<file path="config.mk">
export PLATFORM = sky130hd
export DESIGN_NAME = alu_pipe
export DESIGN_NICKNAME = d
export VERILOG_FILES = /design/src/rtl/alu_pipe.sv
export SDC_FILE = /design/constraint.sdc
export NUM_CORES = 1
export LEC_CHECK = 0
export ABC_CLOCK_PERIOD_IN_PS = 7700
export CAP_MARGIN = 15
export CORE_MARGIN = 1
export CORE_UTILIZATION = 60
export CTS_CLUSTER_DIAMETER = 60
export DETAILED_ROUTE_END_ITERATION = 10
export PLACE_DENSITY = 0.86
export SLEW_MARGIN = 20
export SYNTH_ARGS = -nofsm -noshare
export SYNTH_HDL_FRONTEND = slang
export SYNTH_SLANG_ARGS = --single-unit
</file>
<file path="constraint.sdc">
create_clock -name clk -period 7.7 [get_ports clk]
set_clock_uncertainty 0.05 [all_clocks]
set_input_delay 1.54 -clock clk [delete_from_list [all_inputs] [get_ports clk]]
set_output_delay 1.54 -clock clk [all_outputs]
set_load 0.02 [all_outputs]
</file>
<file path="src/rtl/alu_pipe.sv">
// Two-stage valid/ready ALU: S1 holds the accepted operand beat, S2 holds the
// registered result and flags. An internal accumulator can stand in for A.
module alu_pipe #(
  parameter int WIDTH = 6
) (
  input  logic             clk,
  input  logic             rst,
  input  logic             in_valid,
  output logic             in_ready,
  input  logic [WIDTH-1:0] A,
  input  logic [WIDTH-1:0] B,
  input  logic [1:0]       op_code,
  input  logic             acc_sel,
  input  logic             acc_clr,
  output logic             out_valid,
  input  logic             out_ready,
  output logic [WIDTH-1:0] out,
  output logic             cout,
  output logic             zero
);

  localparam int XW = WIDTH + 2;

  typedef enum logic [1:0] {
    OP_SHADD = 2'b00,
    OP_ADD3  = 2'b01,
    OP_NEG   = 2'b10,
    OP_ABS   = 2'b11
  } op_e;

  logic             s1Valid_q, s1Valid_d;
  logic [WIDTH-1:0] s1A_q, s1A_d;
  logic [WIDTH-1:0] s1B_q, s1B_d;
  op_e              s1Op_q, s1Op_d;
  logic             s1Sel_q, s1Sel_d;
  logic             outValid_q, outValid_d;
  logic [WIDTH-1:0] out_q, out_d;
  logic             cout_q, cout_d;
  logic             zero_q, zero_d;
  logic [WIDTH-1:0] acc_q, acc_d;

  logic             s2Adv, xfer, accept;
  logic [WIDTH-1:0] opA, res;
  logic             resCout;
  logic [XW-1:0]    aExt, bExt, sum3, diff, absd;

  // S1 can refill in the same cycle it drains into S2, giving one op per cycle.
  always_comb begin
    s2Adv    = !outValid_q || out_ready;
    xfer     = s1Valid_q && s2Adv;
    in_ready = !rst && (!s1Valid_q || xfer);
    accept   = in_valid && in_ready;
  end

  // The two wide ops use WIDTH+2 bits so the carry/overflow and the sign of 2A-B survive.
  always_comb begin
    opA     = s1Sel_q ? acc_q : s1A_q;
    aExt    = {2'b00, opA};
    bExt    = {2'b00, s1B_q};
    sum3    = aExt + (bExt << 1) + bExt;
    diff    = (aExt << 1) - bExt;
    absd    = diff[XW-1] ? -diff : diff;
    res     = '0;
    resCout = 1'b0;
    case (s1Op_q)
      OP_SHADD: res = (opA << 2) + (s1B_q >> 1);
      OP_ADD3: begin
        res     = sum3[WIDTH-1:0];
        resCout = |sum3[XW-1:WIDTH];
      end
      OP_NEG:   res = '0 - s1B_q;
      OP_ABS: begin
        res     = absd[WIDTH-1:0];
        resCout = |absd[XW-1:WIDTH];
      end
      default: res = '0;
    endcase
  end

  always_comb begin
    s1Valid_d  = s1Valid_q;
    s1A_d      = s1A_q;
    s1B_d      = s1B_q;
    s1Op_d     = s1Op_q;
    s1Sel_d    = s1Sel_q;
    outValid_d = outValid_q;
    out_d      = out_q;
    cout_d     = cout_q;
    zero_d     = zero_q;
    acc_d      = acc_q;

    if (accept) begin
      s1Valid_d = 1'b1;
      s1A_d     = A;
      s1B_d     = B;
      s1Op_d    = op_e'(op_code);
      s1Sel_d   = acc_sel;
    end else if (xfer) begin
      s1Valid_d = 1'b0;
    end

    if (xfer) begin
      outValid_d = 1'b1;
      out_d      = res;
      cout_d     = resCout;
      zero_d     = (res == '0);
      acc_d      = res;
    end else if (s2Adv) begin
      outValid_d = 1'b0;
    end

    // A clear wins over the transfer update; the transferring op already used the old value.
    if (acc_clr) acc_d = '0;
  end

  always_ff @(posedge clk) begin
    if (rst) begin
      s1Valid_q  <= 1'b0;
      s1A_q      <= '0;
      s1B_q      <= '0;
      s1Op_q     <= OP_SHADD;
      s1Sel_q    <= 1'b0;
      outValid_q <= 1'b0;
      out_q      <= '0;
      cout_q     <= 1'b0;
      zero_q     <= 1'b0;
      acc_q      <= '0;
    end else begin
      s1Valid_q  <= s1Valid_d;
      s1A_q      <= s1A_d;
      s1B_q      <= s1B_d;
      s1Op_q     <= s1Op_d;
      s1Sel_q    <= s1Sel_d;
      outValid_q <= outValid_d;
      out_q      <= out_d;
      cout_q     <= cout_d;
      zero_q     <= zero_d;
      acc_q      <= acc_d;
    end
  end

  assign out_valid = outValid_q;
  assign out       = out_q;
  assign cout      = cout_q;
  assign zero      = zero_q;

endmodule

</file>
* After elaboration in Yosys (flattened, before gate mapping)
Cells that the tools add are included.
** Word-level totals
- Register bits after elaboration :: 31
- Bits in latches :: 0
- Memory bits (writable) :: 0
- Bits in read-only memories :: 0
- Word-level logic and storage cells :: 42
- Memories :: 0
** Operators by class
- Add/sub/neg operators :: 6
- Multipliers :: 0
- Div/mod/pow operators :: 0
- $lt $le $gt $ge :: 0
- Equality and inequality tests :: 3
- Shift-type cells :: 0
- Mux-type cells :: 8
- Bitwise gates (word level) :: 0
- Reduce and logical (&&, ||, !) cells :: 15
** Operator list (count)
- case mux 6 bit (4 select lines) :: 1
- adder 6 x 7 -> 8 bit :: 1
- adder 8 x 6 -> 8 bit :: 1
- two-way mux 8 bit :: 1
- negator 8 bit :: 1
- subtractor 7 x 6 -> 8 bit :: 1
- adder 6 x 5 -> 6 bit :: 1
- logical NOT 6 bit :: 1
- two-way mux 6 bit :: 1
- OR reduction 2 bit :: 3
- subtractor 1 x 6 -> 6 bit, first input constant :: 1
- == test 2 bit, second input constant :: 2
- two-way mux 1 bit :: 4
- nonzero test 2 bit :: 2
- logical AND 1 bit :: 3
- logical NOT 1 bit :: 3
- == test 2 x 1 -> 1 bit, second input constant :: 1
- logical NOT 2 bit :: 1
- logical OR 1 bit :: 2
- case mux 1 bit (2 select lines) :: 1

* Depth between registers and ports, before layout
- Word-level depth :: 7
- Gate-level depth with buffers :: 14

* Worst setup path before layout
Ideal clock, no wire load.
- Kind :: in2out
- Start point :: in out_ready
- End point :: out in_ready
- Data arrival time :: 2029 ps
- Path slack :: 4081 ps
- Stages on the path :: 2
- Cells stage by stage :: nor2b_1 -> a21oi_1
** On the way
- Word-level cells in the longest chain between the ends :: 4
** Ends and longest elaborated chain
- start, declared :: line 16 : input logic out_ready,
- logical OR 1 bit :: line 49 : s2Adv = !outValid_q || out_ready;
- logical AND 1 bit :: line 50 : xfer = s1Valid_q && s2Adv;
- logical OR 1 bit :: line 51 : in_ready = !rst && (!s1Valid_q || xfer);
- logical AND 1 bit :: line 51
- end, declared :: line 9 : output logic in_ready,
No other way between the ends.

* Worst setup path after layout
- Start point :: in rst
- End point :: out in_ready
** On the way
- Word-level cells in the longest chain between the ends :: 2
** Ends and longest elaborated chain
- start, declared :: line 7 : input logic rst,
- logical NOT 1 bit :: line 51
- logical AND 1 bit :: line 51
No other way between the ends.

==> results.md <==
- Final count of pins violating max slew: 0
- Die Area: 0.00408 mm2
- Core ar.: between 0.003 and 0.004 mm2
- Final antenna-violating net count: 0
- Worst slew pin tran: 0.959 ns
- Critical path capture point type: primary output
- Layout cell share with drive strength beyond 1: 0.0759
- Post-Route M1 WL: ~2300 um
- Total number of clock tree sinks: 31
- Clock tree from TritonCTS: built
- Port Buf Inserts: 29
- Via count of the first global-routing pass: 1813
- DRC errors left: 0
- Prevailing post-synth register cell: sky130_fd_sc_hd__dfxtp_1
- Num ports: 30
- First-pass GRT wire length: between 8000 and 9000 um
- Number of synthesized register bits: 31
- Setup-failing EPs final: 0
- Maximum fanout encountered on the critical timing path: 29
- Outcome: completed
- Final total negative setup slack: 0 ns
- Antenna violations before repair: 0
- Average cell area after synthesis: 8.73 um2
- FP Rows: 22
- Min cycle time layout: approximately 5.1 ns
- Drt first pass iters: 4
- Reported leakage power: about 1.2 nW
- Cell count after placement: 330
- Final weighted congestion in routability-driven placement: a little under 0.9
- Length of routed met2 wiring: about 2300 um
- H-tree Lvls: 2
- WS Path Type: input port to primary output
- Max-Slew Margin vs Limit: 0.359
- Via density per instance: approximately 5.7
- Max IR drop VDD: between 0.0001 and 0.00015 V
- Yosys warns: 0
- Master cell of the clock root buffer: sky130_fd_sc_hd__clkbuf_8
- Class of the most critical hold timing path: flip-flop to flip-flop
- Layout Area Growth over Synthesis: 17.9%
- DP Area: around 0.0026 mm2
- Vertical die dimension: 63.9 um
- Routed met3 length: roughly 280 um
- Total routing resource utilization after global routing: 0.267
- Detailed-route wire length per cell: 14.7 um
- Total clock buffers created by CTS: 5
- Portion of the clock cycle consumed by the worst path in the final layout: 0.666
- Finished Layout Cells: roughly 340
- Most common cell after layout, fill and taps aside: sky130_fd_sc_hd__nand2_1
- Required time worst endpoint: between 6 and 7 ns
- Post-CTS Hold Fix Bufs: 0
- Clock input transition at the sequential cells of the worst setup and hold paths: roughly 0.070 ns
- Area of the mapped netlist: about 0.0023 mm2
- Via count: 1938
- Sequential share of the synthesized area: 0.270
- Insertion delay of the later-clocked pin in the worst-skew pair: 0.28 ns
- Count of instances resized after the clock tree is built: 0
- Antenna cells: 0
- Post-CTS repair timing setup buffer count: 0
- Initial cell density of the core: 0.627
- Setup repair after global routing missed its margin: false
- EDFF count, synth: 0
- Total Wirelength: ~5000 um
- CP Data Arrival Time: approximately 3.5 ns
- Most frequent cells in the layout: 39 x sky130_fd_sc_hd__nand2_1, 31 x sky130_fd_sc_hd__dfxtp_1, 29 x sky130_fd_sc_hd__clkdlybuf4s50_1
- Mapped Nets: approximately 310
- Maximum clock insertion buffer count: 2
- Number of filler instances in the final layout: about 280
- Async SR Flop Fraction: 0
- Final design instance area without fill: between 0.002 and 0.003 mm2
- Critical path startpoint category: input port
- Final nets: roughly 340
- Final Hold Viols: 0
- Largest net degree at the start of global routing: 30
- DRC marker count from the first detailed-route iteration: ~120
- Remaining global-route overflow: 0
- Highest metal layer with signal wires: met4
- Synth cell types: 46
- Pwr Total: 0.000534 W
- Highest achievable clock rate: between 150 and 200 MHz
- Post-detail-place hpwl: 3770 um
- Number of instances in the synthesized netlist: around 260
- Width of the chip: between 60 and 70 um
- Power density over cell area: between 150 and 200 mW/mm2
- Maximum capacitance violations: 0
- Layout Utilization: 0.740
==> path summary, 6_finish.rpt <==
kind / from / endpoint / slack [ns] / depth (start not counted)
worst max-delay path: rst / in_ready / 2.57 / 3
worst min register to register: s1A_q[2]$_SDFFE_PP0P_ / s1A_q[2]$_SDFFE_PP0P_ / 0.43 / 2
worst max register to register: s1Sel_q$_SDFFE_PP0P_ / out[3]$_SDFFE_PP0P_ / 4.21 / 12
worst min-delay path: s1A_q[2]$_SDFFE_PP0P_ / s1A_q[2]$_SDFFE_PP0P_ / 0.43 / 2
==> sequential cells by signal, indices dropped and copies added (netlist names) <==
name / flops
out_valid: 1
cout: 1
s1Op_q: 2
acc_q: 6
out: 6
s1B_q: 6
s1A_q: 6
zero: 1
s1Sel_q: 1
s1Valid_q: 1
==> layout make-up <==
class                   instances  area (um2)  share of cell area
multi-input cells             205        1550               0.573
flip-flops and latches         31         621               0.229
well taps                      48        60.1              0.0222
clock buffers                   6        82.6              0.0305
clock inverters                 2        35.0              0.0129
repair buffers                 30         298               0.110
inverters                      16        60.1              0.0222
==> synthesized netlist by cell type, types with 3 or more instances <==
master,count,area share
sky130_fd_sc_hd__mux2_2,3,0.015
sky130_fd_sc_hd__nor3b_1,3,0.0098
sky130_fd_sc_hd__o21ai_0,12,0.026
sky130_fd_sc_hd__inv_1,16,0.026
sky130_fd_sc_hd__a21o_1,5,0.016
sky130_fd_sc_hd__nor3_1,3,0.0065
sky130_fd_sc_hd__ha_1,21,0.11
sky130_fd_sc_hd__nand2_1,39,0.064
sky130_fd_sc_hd__a211oi_1,6,0.020
sky130_fd_sc_hd__nand3_1,3,0.0065
sky130_fd_sc_hd__xor2_1,6,0.023
sky130_fd_sc_hd__clkbuf_1,6,0.0098
sky130_fd_sc_hd__dfxtp_1,31,0.27
sky130_fd_sc_hd__fa_1,8,0.070
sky130_fd_sc_hd__nor2b_1,5,0.014
sky130_fd_sc_hd__o21bai_1,3,0.0098
sky130_fd_sc_hd__a21oi_1,15,0.033
sky130_fd_sc_hd__nand3b_1,11,0.036
sky130_fd_sc_hd__o31ai_1,6,0.020
sky130_fd_sc_hd__mux2i_1,4,0.017
sky130_fd_sc_hd__nor2_1,17,0.028
sky130_fd_sc_hd__xnor2_1,10,0.038
==> worst max-delay path, stage by stage <==
cell and delay (ns):
sky130_fd_sc_hd__clkdlybuf4s50_1 0.90, sky130_fd_sc_hd__a21oi_1 0.43, sky130_fd_sc_hd__clkdlybuf4s50_1 0.66
==> report_power, final <==
| group | switching, W | internal [W] |
|---|---|---|
| registers | 0.0000136 | 0.000171 |
| clock network | 0.0000607 | 0.000105 |
| logic | 0.0000990 | 0.0000857 |
==> per-layer routing <==
layer  track usage  up-vias
met2         0.427       57
met4         0.111        0
li1              -      966
met3        0.0536       13
met1         0.351      902
met5             0        -
==> through the flow <==
step | setup slack, ns | hold slack, ns
after floorplan | 4.08 | 0.393
final | 2.57 | 0.431
after global routing | 2.47 | 0.463
after CTS | 2.60 | 0.435
after global placement | 2.65 | 0.396
after detailed placement | 2.60 | 0.420
==> cells by family after synthesis <==
family                   count (synthesis)  share of synthesized area
AO/OA/AOI/OAI                           62                      0.185
XOR/XNOR                                16                     0.0610
adder cells (fa/ha/maj)                 29                      0.184
buffers and inverters                   27                     0.0545
flip-flops                              31                      0.270
multiplexers                            10                     0.0583
AND/OR/NAND/NOR                         88                      0.187
(Power assumes the default switching activity.)
